$ cat src/rtl/axil_arbiter_2x1.sv
// Two AXI4-Lite requesters sharing one AXI4-Lite slave. Write and read paths are
// arbitrated independently, round-robin, with each grant held until its response completes.
module axil_arbiter_2x1 #(
    parameter int unsigned ADDR_WIDTH = 32,
    parameter int unsigned DATA_WIDTH = 64
) (
    input  logic                      aclk,
    input  logic                      areset,

    input  logic [ADDR_WIDTH-1:0]     s0_axi_awaddr,
    input  logic [2:0]                s0_axi_awprot,
    input  logic                      s0_axi_awvalid,
    output logic                      s0_axi_awready,
    input  logic [DATA_WIDTH-1:0]     s0_axi_wdata,
    input  logic [DATA_WIDTH/8-1:0]   s0_axi_wstrb,
    input  logic                      s0_axi_wvalid,
    output logic                      s0_axi_wready,
    output logic [1:0]                s0_axi_bresp,
    output logic                      s0_axi_bvalid,
    input  logic                      s0_axi_bready,
    input  logic [ADDR_WIDTH-1:0]     s0_axi_araddr,
    input  logic [2:0]                s0_axi_arprot,
    input  logic                      s0_axi_arvalid,
    output logic                      s0_axi_arready,
    output logic [DATA_WIDTH-1:0]     s0_axi_rdata,
    output logic [1:0]                s0_axi_rresp,
    output logic                      s0_axi_rvalid,
    input  logic                      s0_axi_rready,

    input  logic [ADDR_WIDTH-1:0]     s1_axi_awaddr,
    input  logic [2:0]                s1_axi_awprot,
    input  logic                      s1_axi_awvalid,
    output logic                      s1_axi_awready,
    input  logic [DATA_WIDTH-1:0]     s1_axi_wdata,
    input  logic [DATA_WIDTH/8-1:0]   s1_axi_wstrb,
    input  logic                      s1_axi_wvalid,
    output logic                      s1_axi_wready,
    output logic [1:0]                s1_axi_bresp,
    output logic                      s1_axi_bvalid,
    input  logic                      s1_axi_bready,
    input  logic [ADDR_WIDTH-1:0]     s1_axi_araddr,
    input  logic [2:0]                s1_axi_arprot,
    input  logic                      s1_axi_arvalid,
    output logic                      s1_axi_arready,
    output logic [DATA_WIDTH-1:0]     s1_axi_rdata,
    output logic [1:0]                s1_axi_rresp,
    output logic                      s1_axi_rvalid,
    input  logic                      s1_axi_rready,

    output logic [ADDR_WIDTH-1:0]     m_axi_awaddr,
    output logic [2:0]                m_axi_awprot,
    output logic                      m_axi_awvalid,
    input  logic                      m_axi_awready,
    output logic [DATA_WIDTH-1:0]     m_axi_wdata,
    output logic [DATA_WIDTH/8-1:0]   m_axi_wstrb,
    output logic                      m_axi_wvalid,
    input  logic                      m_axi_wready,
    input  logic [1:0]                m_axi_bresp,
    input  logic                      m_axi_bvalid,
    output logic                      m_axi_bready,
    output logic [ADDR_WIDTH-1:0]     m_axi_araddr,
    output logic [2:0]                m_axi_arprot,
    output logic                      m_axi_arvalid,
    input  logic                      m_axi_arready,
    input  logic [DATA_WIDTH-1:0]     m_axi_rdata,
    input  logic [1:0]                m_axi_rresp,
    input  logic                      m_axi_rvalid,
    output logic                      m_axi_rready
);

    typedef enum logic [1:0] {WIdle, WAddr, WResp} w_state_e;
    typedef enum logic [1:0] {RIdle, RAddr, RData} r_state_e;

    w_state_e w_state_q;
    r_state_e r_state_q;
    logic     w_grant_q, w_last_q, aw_done_q, w_done_q;
    logic     r_grant_q, r_last_q;
    logic     aw_hs, w_hs, b_hs, ar_hs, r_hs;
    logic     w_addr_st, w_resp_st, r_addr_st, r_data_st;

    assign w_addr_st = (w_state_q == WAddr);
    assign w_resp_st = (w_state_q == WResp);
    assign r_addr_st = (r_state_q == RAddr);
    assign r_data_st = (r_state_q == RData);

    // Write path: done-flags block a second AW or W handshake while the other is pending.
    always_ff @(posedge aclk or posedge areset) begin
        if (areset) begin
            w_state_q <= WIdle;
            w_grant_q <= 1'b0;
            w_last_q  <= 1'b1;
            aw_done_q <= 1'b0;
            w_done_q  <= 1'b0;
        end else begin
            case (w_state_q)
                WIdle: begin
                    if (s0_axi_awvalid || s1_axi_awvalid) begin
                        w_grant_q <= (s0_axi_awvalid && s1_axi_awvalid) ? ~w_last_q
                                                                        : s1_axi_awvalid;
                        aw_done_q <= 1'b0;
                        w_done_q  <= 1'b0;
                        w_state_q <= WAddr;
                    end
                end
                WAddr: begin
                    if (aw_hs) aw_done_q <= 1'b1;
                    if (w_hs)  w_done_q  <= 1'b1;
                    if ((aw_done_q || aw_hs) && (w_done_q || w_hs)) w_state_q <= WResp;
                end
                WResp: begin
                    if (b_hs) begin
                        w_last_q  <= w_grant_q;
                        w_state_q <= WIdle;
                    end
                end
                default: w_state_q <= WIdle;
            endcase
        end
    end

    always_ff @(posedge aclk or posedge areset) begin
        if (areset) begin
            r_state_q <= RIdle;
            r_grant_q <= 1'b0;
            r_last_q  <= 1'b1;
        end else begin
            case (r_state_q)
                RIdle: begin
                    if (s0_axi_arvalid || s1_axi_arvalid) begin
                        r_grant_q <= (s0_axi_arvalid && s1_axi_arvalid) ? ~r_last_q
                                                                        : s1_axi_arvalid;
                        r_state_q <= RAddr;
                    end
                end
                RAddr: if (ar_hs) r_state_q <= RData;
                RData: begin
                    if (r_hs) begin
                        r_last_q  <= r_grant_q;
                        r_state_q <= RIdle;
                    end
                end
                default: r_state_q <= RIdle;
            endcase
        end
    end

    // Requests towards the shared slave
    assign m_axi_awaddr  = w_grant_q ? s1_axi_awaddr : s0_axi_awaddr;
    assign m_axi_awprot  = w_grant_q ? s1_axi_awprot : s0_axi_awprot;
    assign m_axi_awvalid = w_addr_st & ~aw_done_q & (w_grant_q ? s1_axi_awvalid : s0_axi_awvalid);
    assign m_axi_wdata   = w_grant_q ? s1_axi_wdata : s0_axi_wdata;
    assign m_axi_wstrb   = w_grant_q ? s1_axi_wstrb : s0_axi_wstrb;
    assign m_axi_wvalid  = w_addr_st & ~w_done_q & (w_grant_q ? s1_axi_wvalid : s0_axi_wvalid);
    assign m_axi_bready  = w_resp_st & (w_grant_q ? s1_axi_bready : s0_axi_bready);
    assign m_axi_araddr  = r_grant_q ? s1_axi_araddr : s0_axi_araddr;
    assign m_axi_arprot  = r_grant_q ? s1_axi_arprot : s0_axi_arprot;
    assign m_axi_arvalid = r_addr_st & (r_grant_q ? s1_axi_arvalid : s0_axi_arvalid);
    assign m_axi_rready  = r_data_st & (r_grant_q ? s1_axi_rready : s0_axi_rready);

    assign aw_hs = m_axi_awvalid & m_axi_awready;
    assign w_hs  = m_axi_wvalid & m_axi_wready;
    assign b_hs  = m_axi_bvalid & m_axi_bready;
    assign ar_hs = m_axi_arvalid & m_axi_arready;
    assign r_hs  = m_axi_rvalid & m_axi_rready;

    // Readies never look at the requester's own valid
    assign s0_axi_awready = m_axi_awready & w_addr_st & ~w_grant_q & ~aw_done_q;
    assign s1_axi_awready = m_axi_awready & w_addr_st &  w_grant_q & ~aw_done_q;
    assign s0_axi_wready  = m_axi_wready & w_addr_st & ~w_grant_q & ~w_done_q;
    assign s1_axi_wready  = m_axi_wready & w_addr_st &  w_grant_q & ~w_done_q;
    assign s0_axi_arready = m_axi_arready & r_addr_st & ~r_grant_q;
    assign s1_axi_arready = m_axi_arready & r_addr_st &  r_grant_q;

    assign s0_axi_bvalid = m_axi_bvalid & w_resp_st & ~w_grant_q;
    assign s1_axi_bvalid = m_axi_bvalid & w_resp_st &  w_grant_q;
    assign s0_axi_bresp  = (w_resp_st & ~w_grant_q) ? m_axi_bresp : 2'b00;
    assign s1_axi_bresp  = (w_resp_st &  w_grant_q) ? m_axi_bresp : 2'b00;
    assign s0_axi_rvalid = m_axi_rvalid & r_data_st & ~r_grant_q;
    assign s1_axi_rvalid = m_axi_rvalid & r_data_st &  r_grant_q;
    assign s0_axi_rresp  = (r_data_st & ~r_grant_q) ? m_axi_rresp : 2'b00;
    assign s1_axi_rresp  = (r_data_st &  r_grant_q) ? m_axi_rresp : 2'b00;
    assign s0_axi_rdata  = (r_data_st & ~r_grant_q) ? m_axi_rdata : '0;
    assign s1_axi_rdata  = (r_data_st &  r_grant_q) ? m_axi_rdata : '0;

endmodule

$ cat config.mk
export PLATFORM = sky130hd
export DESIGN_NAME = axil_arbiter_2x1
export DESIGN_NICKNAME = d
export VERILOG_FILES = /design/src/rtl/axil_arbiter_2x1.sv
export SDC_FILE = /design/constraint.sdc
export NUM_CORES = 1
export LEC_CHECK = 0
export BUFFER_PORTS_ARGS = -buffer_cell sky130_fd_sc_hd__buf_2
export CAP_MARGIN = 20
export CORE_AREA = 2 2 257 259
export DETAILED_ROUTE_END_ITERATION = 8
export DIE_AREA = 0 0 259 261
export GPL_TIMING_DRIVEN = 1
export PLACE_DENSITY = 0.3
export REMOVE_ABC_BUFFERS = 1
export SYNTH_ARGS = -nofsm -noshare
export SYNTH_HDL_FRONTEND = slang
export SYNTH_SLANG_ARGS = --single-unit
$ cat constraint.sdc
create_clock -name aclk -period 1.6 [get_ports aclk]
set_clock_uncertainty 0.2 [all_clocks]
set_input_delay 0.16 -clock aclk [delete_from_list [all_inputs] [get_ports aclk]]
set_output_delay 0.16 -clock aclk [all_outputs]
set_load 0.005 [all_outputs]
==> metrics.md, run 1 <==
| Metric | Value |
|---|---|
| Setup violations, final | about 300 |
| Port buffer count | about 660 |
| Maximum VDD drop | ~0.68 mV |
| Clock slew at reported path FFs | approximately 50 ps |
| Required time worst endpoint | about 1200 ps |
| CTS tree | yes |
| Die Area | 67600 sq um |
| Cell count after synthesis | 391 |
| Hold EP | w_last_q |
| Layout cells sized above 1 | a little under nine tenths |
| CP Class | flop to output port |
| IO Count | approximately 660 |
| Worst-path cell chain | buf_12, buf_16, mux2_2, buf_2 |
| WL final | approximately 41000 microns |
| WP buf/inv | 3 |
| H-tree Lvls | 1 |
| Synth Area per Inst | around 8.7 sq um |
| Fmax | about 0.52 GHz |
| Power Density | between 1000 and 1500 nW/um^2 |
| Total power | around 0.0090 W |
| Clk buf depth | 2 |
| Kind of cell adding the most delay to the critical path | buffers and inverters |
| Total CTS buffers | 3 |
| CP Capture Type | output port |
| Core Footprint | ~65000 sq um |
| Worst r2r dst | w_state_q[0] |
| Status | finished with violations |
| Yosys cell types | 35 |
| HPWL Detailed | 36000 microns |
| Via count | around 6000 |
| Yosys warns | 0 |
| Worst R2R Path Depth | 5 |
| Routability cong. | roughly 0.88 |
| Critical path startpoint category | flop |
| Initial Util | 5.22% |
| Register bit total from synthesis | 10 |
| Initial drt markers | 180 |
| EDFF count, synth | 0 |
| WL/cell | 20.9 microns |
| Finished Cell Area | around 9000 sq um |
| Relative slew slack | between 60% and 70% |
| Minimum clock period | around 1900 ps |
| Grt ovf | 0 |
| Util after Layout | between 10% and 20% |
| Crit path DAT | ~1600 ps |
| Area grow syn2layout | 164% |
| Vias in the first global route | approximately 5800 |
| Die W | 259 microns |
| Initial antenna violation count | 38 |
| R2R Setup Slk | -100 ps |
| Sequential area share after synthesis | roughly 7.4% |
| Final WS setup | -319 ps |
| Fraction of registers with async set/reset | 100% |
| Layout net count | ~1400 |
| Max cap viols | 0 |
| Skew-Pair Late Insertion Delay | 240 ps |
| Tcrit/Tclk final | 120% |
| # clock sinks | 10 |
| Dpl cell area | roughly 8000 sq um |
| RSZ-0062 raised after global routing | true |
| Top FF cell, synth | dfrtp_1 |
| Leak pwr | about 4.7 nW |
| Worst min path class | primary input to flop |
| Largest net degree at the start of global routing | 70 |
| Cell Rows | 94 |
| Slowest CP cell | dfrtp_4 |
| Total track usage | a little over a tenth |
| Worst Max-Slew Pin Slew | 505 ps |
| DR pass1 iterations | 4 |
| Max incr delay on CP | about 440 ps |
| Antenna-violating nets left | 0 |
| Min-delay src | s1_axi_bready |
| First-pass GRT wire length | between 40000 and 50000 microns |
| Die height | 261 microns |
| Cell count of the worst hold path | 3 |
| Worst-path maximum fanout | 18 |
| Worst r2r src | w_grant_q |
| Fin. max-slew vios | 0 |
| Final Hold Fails | 0 |
| Fillcell total | ~7600 |
| Mapped cell area | approximately 3400 sq um |
| Vias/cell | ~3.1 |
| Violated checks | negative setup slack |
| DR DRC count | 0 |
| Clk root buf | clkbuf_16 |
layout make-up:
type                            instances  area (sq um)  area share [%]
Timing Repair Buffer                  703          4350            48.6
Multi-Input combinational cell        342          3120            34.9
Sequential cell                        10           259            2.90
Antenna cell                           10          25.0           0.280
Clock buffer                            4          88.8           0.993
Tap cell                              864          1080            12.1
Inverter                                5          18.8           0.210
layout by cell type (no fill, tap or decap), types with 3 or more instances in the layout:
cell | synthesis | routed
a31oi_1 | 3 | 3
and2_1 | 104 | 96
and2_4 | 31 | 39
and3_1 | 5 | 3
buf_12 | 0 | 6
buf_16 | 0 | 5
buf_2 | 17 | 595
buf_4 | 4 | 18
buf_6 | 4 | 68
buf_8 | 0 | 5
clkbuf_16 | 0 | 8
dfrtp_1 | 8 | 5
diode_2 | 0 | 10
inv_1 | 5 | 5
mux2_2 | 144 | 118
mux2_4 | 0 | 26
nand2_1 | 11 | 11
nor2_1 | 11 | 9
o21ai_0 | 6 | 6
worst register-to-register path: stages (launching register included):
cell and delay, ps:
dfrtp_4 500, buf_4 150, mux2_4 290, buf_4 140, o21ai_1 160, o311a_1 200
cells in the mapped netlist (all sizes together), types with 2 or more instances:
library cell / number / share of area, %
dfrtp: 8 / 5.9
a31oi: 3 / 0.55
mux2i: 3 / 0.88
nor4b: 2 / 0.52
buf: 25 / 4.7
nor3b: 2 / 0.77
dfstp: 2 / 1.5
nor2b: 3 / 0.55
inv: 5 / 0.55
o21ai: 7 / 1.0
and2: 135 / 27
and3: 5 / 0.92
a32o: 2 / 0.59
clkbuf: 9 / 1.0
a22o: 2 / 0.52
nand2: 11 / 1.2
nor2: 11 / 1.2
mux2: 144 / 48
where the power goes:
group	switching [W]	internal, W
logic	0.00321	0.00466
clock network	0.000134	0.000378
registers	0.000187	0.000387
stage by stage:
step                TNS [ps]  cells  hold WS (ps)  worst slack, ps
detailed placement     -8660   1903          27.0             -240
finish                -69300   1938          7.09             -319
global placement       -7250   1903          26.9             -288
global route          -88440   1932          20.5             -377
CTS                   -73260   1916         0.935             -341
floorplan            -411900    357          -201            -2300
worst max path at each step:
stage                                  end  cells after the start         start
after CTS                  m_axi_wdata[30]                      4     w_grant_q
final                     m_axi_awaddr[23]                      4     w_grant_q
after detailed placement    s1_axi_awready                      4     w_grant_q
after global routing      s1_axi_rdata[10]                      5  r_state_q[0]
after floorplan               w_state_q[0]                      3     w_grant_q
after global placement      s1_axi_awready                      4     w_grant_q
cell families after synthesis:
family | share of synthesized area (%)
flops | 7.45
simple gates | 33.6
buf+inv | 6.27
compound gates | 4.06
mux | 48.7
repair_timing:
action,4_1_cts,5_1_grt
gates cloned,3,7
pin swaps,2,15
setup endpoints to repair,294,299
gates resized for setup,56,85
setup buffers,5,5
hold buffers,1,0
endpoints found under the hold margin,8,0
state kept, by name, summed over array words and instances (netlist names):
register	cells
r_state_q	2
w_last_q	1
aw_done_q	1
w_state_q	2
w_done_q	1
w_grant_q	1
r_grant_q	1
r_last_q	1
routing by layer:
metal	vias to the layer above	wire length (microns)	GRT usage [%]
met5	-	40	0
met2	476	21300	21.0
met1	2765	15300	11.7
li1	2710	-	-
met3	74	2930	2.49
met4	6	896	1.69
(Power assumes the default switching activity.)
==> run 2, diff against run 1 <==
--- a/config.mk
+++ b/config.mk
@@ -11,7 +11,7 @@
 export DETAILED_ROUTE_END_ITERATION = 8
 export DIE_AREA = 0 0 259 261
 export GPL_TIMING_DRIVEN = 1
-export PLACE_DENSITY = 0.3
+export PLACE_DENSITY = 0.34
 export REMOVE_ABC_BUFFERS = 1
 export SYNTH_ARGS = -nofsm -noshare
 export SYNTH_HDL_FRONTEND = slang
==> run 2 against run 1 <==
Effect of this change:
- the run still ends with negative setup slack left
- cell area grew 11%
- count of clock-buffer cells in the layout is the same
- non-clock buffer count grew 32
- power grew 18%
- first-iteration DRC count grew 6.7%
- global-route usage grew 0.13 points
- utilization grew 1.5 points
- largest cell class unchanged
- largest power group unchanged
==> metrics.md, run 2 (synthesis gave the netlist of run 1 again) <==
| Metric | Value |
|---|---|
| Status | finished with violations (unchanged) |
| Violated checks | negative setup slack (unchanged) |
| Worst Max-Slew Pin Slew | 547 ps (was 505 ps) |
| Maximum VDD drop | 0.616 mV (was 0.679 mV) |
| CTS tree | yes (unchanged) |
| IO Count | 662 (unchanged) |
| Routability cong. | 0.892 (was 0.878) |
| Fmax | 0.509 GHz (was 0.521 GHz) |
| Clock slew at reported path FFs | 50 ps (about the same) |
| Critical path startpoint category | flop (unchanged) |
| Setup violations, final | 300 (was 297) |
| Dpl cell area | 7890 sq um (was 7820 sq um) |
| Worst-path maximum fanout | 7 (was 18) |
| HPWL Detailed | 35200 microns (was 36000 microns) |
| Area grow syn2layout | 193% (was 164%) |
| Max cap viols | 0 (unchanged) |
| RSZ-0062 raised after global routing | true (unchanged) |
| Initial Util | 5.22% (unchanged) |
| Via count | 6168 (was 6031) |
| Power Density | 1070 nW/um^2 (was 1000 nW/um^2) |
| DR DRC count | 0 (unchanged) |
| WL/cell | 21.6 microns (was 20.9 microns) |
| Commonest non-fill, non-tap cell in the layout | buf_2 (unchanged) |
| Grt ovf | 0 (unchanged) |
| Commonest non-fill, non-tap cells in the layout | 548 x buf_2, 119 x mux2_2, 117 x buf_6, 80 x and2_4, 55 x and2_1 (was 595 x buf_2, 118 x mux2_2, 96 x and2_1, 68 x buf_6, 39 x and2_4) |
| H-tree Lvls | 1 (unchanged) |
| Core Footprint | 65000 sq um (unchanged) |
| Die W | 259 microns (unchanged) |
| CP Capture Type | output port (unchanged) |
| Final Hold Fails | 0 (unchanged) |
| # clock sinks | 10 (unchanged) |
| Layout net count | 1466 (was 1434) |
| Cell Rows | 94 (unchanged) |
| Clk buf depth | 2 (unchanged) |
| Fin. max-slew vios | 0 (unchanged) |
| Skew-Pair Late Insertion Delay | 250 ps (was 240 ps) |
| Crit path DAT | 1600 ps (was 1560 ps) |
| Vias in the first global route | 5780 (was 5791) |
| WHS | 29.5 ps (was 7.09 ps) |
| DR pass1 iterations | 4 (unchanged) |
| Initial drt markers | 192 (was 180) |
| Initial antenna violation count | 40 (was 38) |
| First-pass GRT wire length | 49900 microns (was 49200 microns) |
| Leak pwr | 5.11 nW (was 4.72 nW) |
| Worst min path class | primary input to flop (unchanged) |
| Minimum clock period | 1960 ps (was 1920 ps) |
| Clk root buf | clkbuf_16 (unchanged) |
| Relative slew slack | 63.5% (was 66.3%) |
| Largest net degree at the start of global routing | 55 (was 70) |
| Required time worst endpoint | 1240 ps (about the same) |
| Finished Cell Area | 9940 sq um (was 8940 sq um) |
| Die Area | 67600 sq um (unchanged) |
| CP Class | flop to output port (unchanged) |
| Fillcell total | 7415 (was 7555) |
| Biggest regs | r_state_q (2), w_state_q (2) (unchanged) |
| Total CTS buffers | 3 (unchanged) |
| Tcrit/Tclk final | 123% (was 120%) |
| Layout cells sized above 1 | 89.5% (was 85.2%) |
| Die height | 261 microns (unchanged) |
| Final WS setup | -363 ps (was -319 ps) |
| Total track usage | 10.8% (was 10.7%) |
| Port buffer count | 661 (unchanged) |
| Antenna-violating nets left | 0 (unchanged) |
| WL final | 42600 microns (was 40500 microns) |
| Vias/cell | 3.13 (was 3.11) |
-- run 2: final timing paths --
check / cells past startpoint / from / endpoint / slack (ps)
max reg2reg: 5 / w_grant_q / w_done_q / -180
min in group asynchronous: 3 / areset / w_grant_q / 310
max: 5 / r_grant_q / s1_axi_rvalid / -360
min reg2reg: 2 / w_last_q / w_last_q / 340
max in group asynchronous: 3 / areset / w_grant_q / 480
min: 2 / s1_axi_awvalid / w_grant_q / 30
-- run 2: area by class of cell --
cell class	count	area, sq um	share of cell area (%)
diodes	9	22.5	0.227
clock buffers	4	88.8	0.894
inverters	5	18.8	0.189
multi-input cells	342	3240	32.6
flip-flops and latches	10	260	2.62
well taps	864	1080	10.9
repair buffers	735	5220	52.6
-- run 2: per-layer routing --
layer	GRT usage (%)	part of all wire [%]	up-vias	wire, microns
met5	0	0.026	-	11
met4	1.43	2.9	2	1240
met3	1.88	6.4	88	2730
met2	21.4	53	497	22500
met1	12.2	38	2807	16100
li1	-	-	2774	-
-- run 2: stage by stage --
step / worst slack, ps / power [W] / util [%] / setup TNS [ps] / std cells
2_1_floorplan: -2300 / 0.00311 / - / -411900 / 357
3_3_place_gp: -112 / 0.00680 / 12.1 / -7370 / 1914
3_5_place_dp: -182 / 0.00677 / 12.1 / -10110 / 1914
4_1_cts: -360 / 0.00983 / 14.0 / -77120 / 1946
5_1_grt: -413 / 0.0112 / 15.3 / -95220 / 1966
6_report: -363 / 0.0106 / 15.3 / -79400 / 1969
-- run 2: power breakdown --
group	total, W	switching [W]	leakage, nW	internal [W]
combinational	0.00950	0.00370	4.95	0.00581
clock	0.000531	0.000152	0.0442	0.000379
sequential	0.000570	0.000180	0.112	0.000390
-- run 2: worst max-delay path, stage by stage, from the launching register on --
cell	delay, ps
dfrtp_2	440
and3b_2	290
buf_12	150
clkbuf_16	170
and2_4	180
buf_6	120
-- run 2: repair_timing --
action	in CTS	in global routing
pin swaps	19	47
resized for setup	150	120
hold buffers	2	0
setup endpoints to repair	296	298
endpoints found under the hold margin	9	0
setup buffers	12	7
gates cloned	14	8
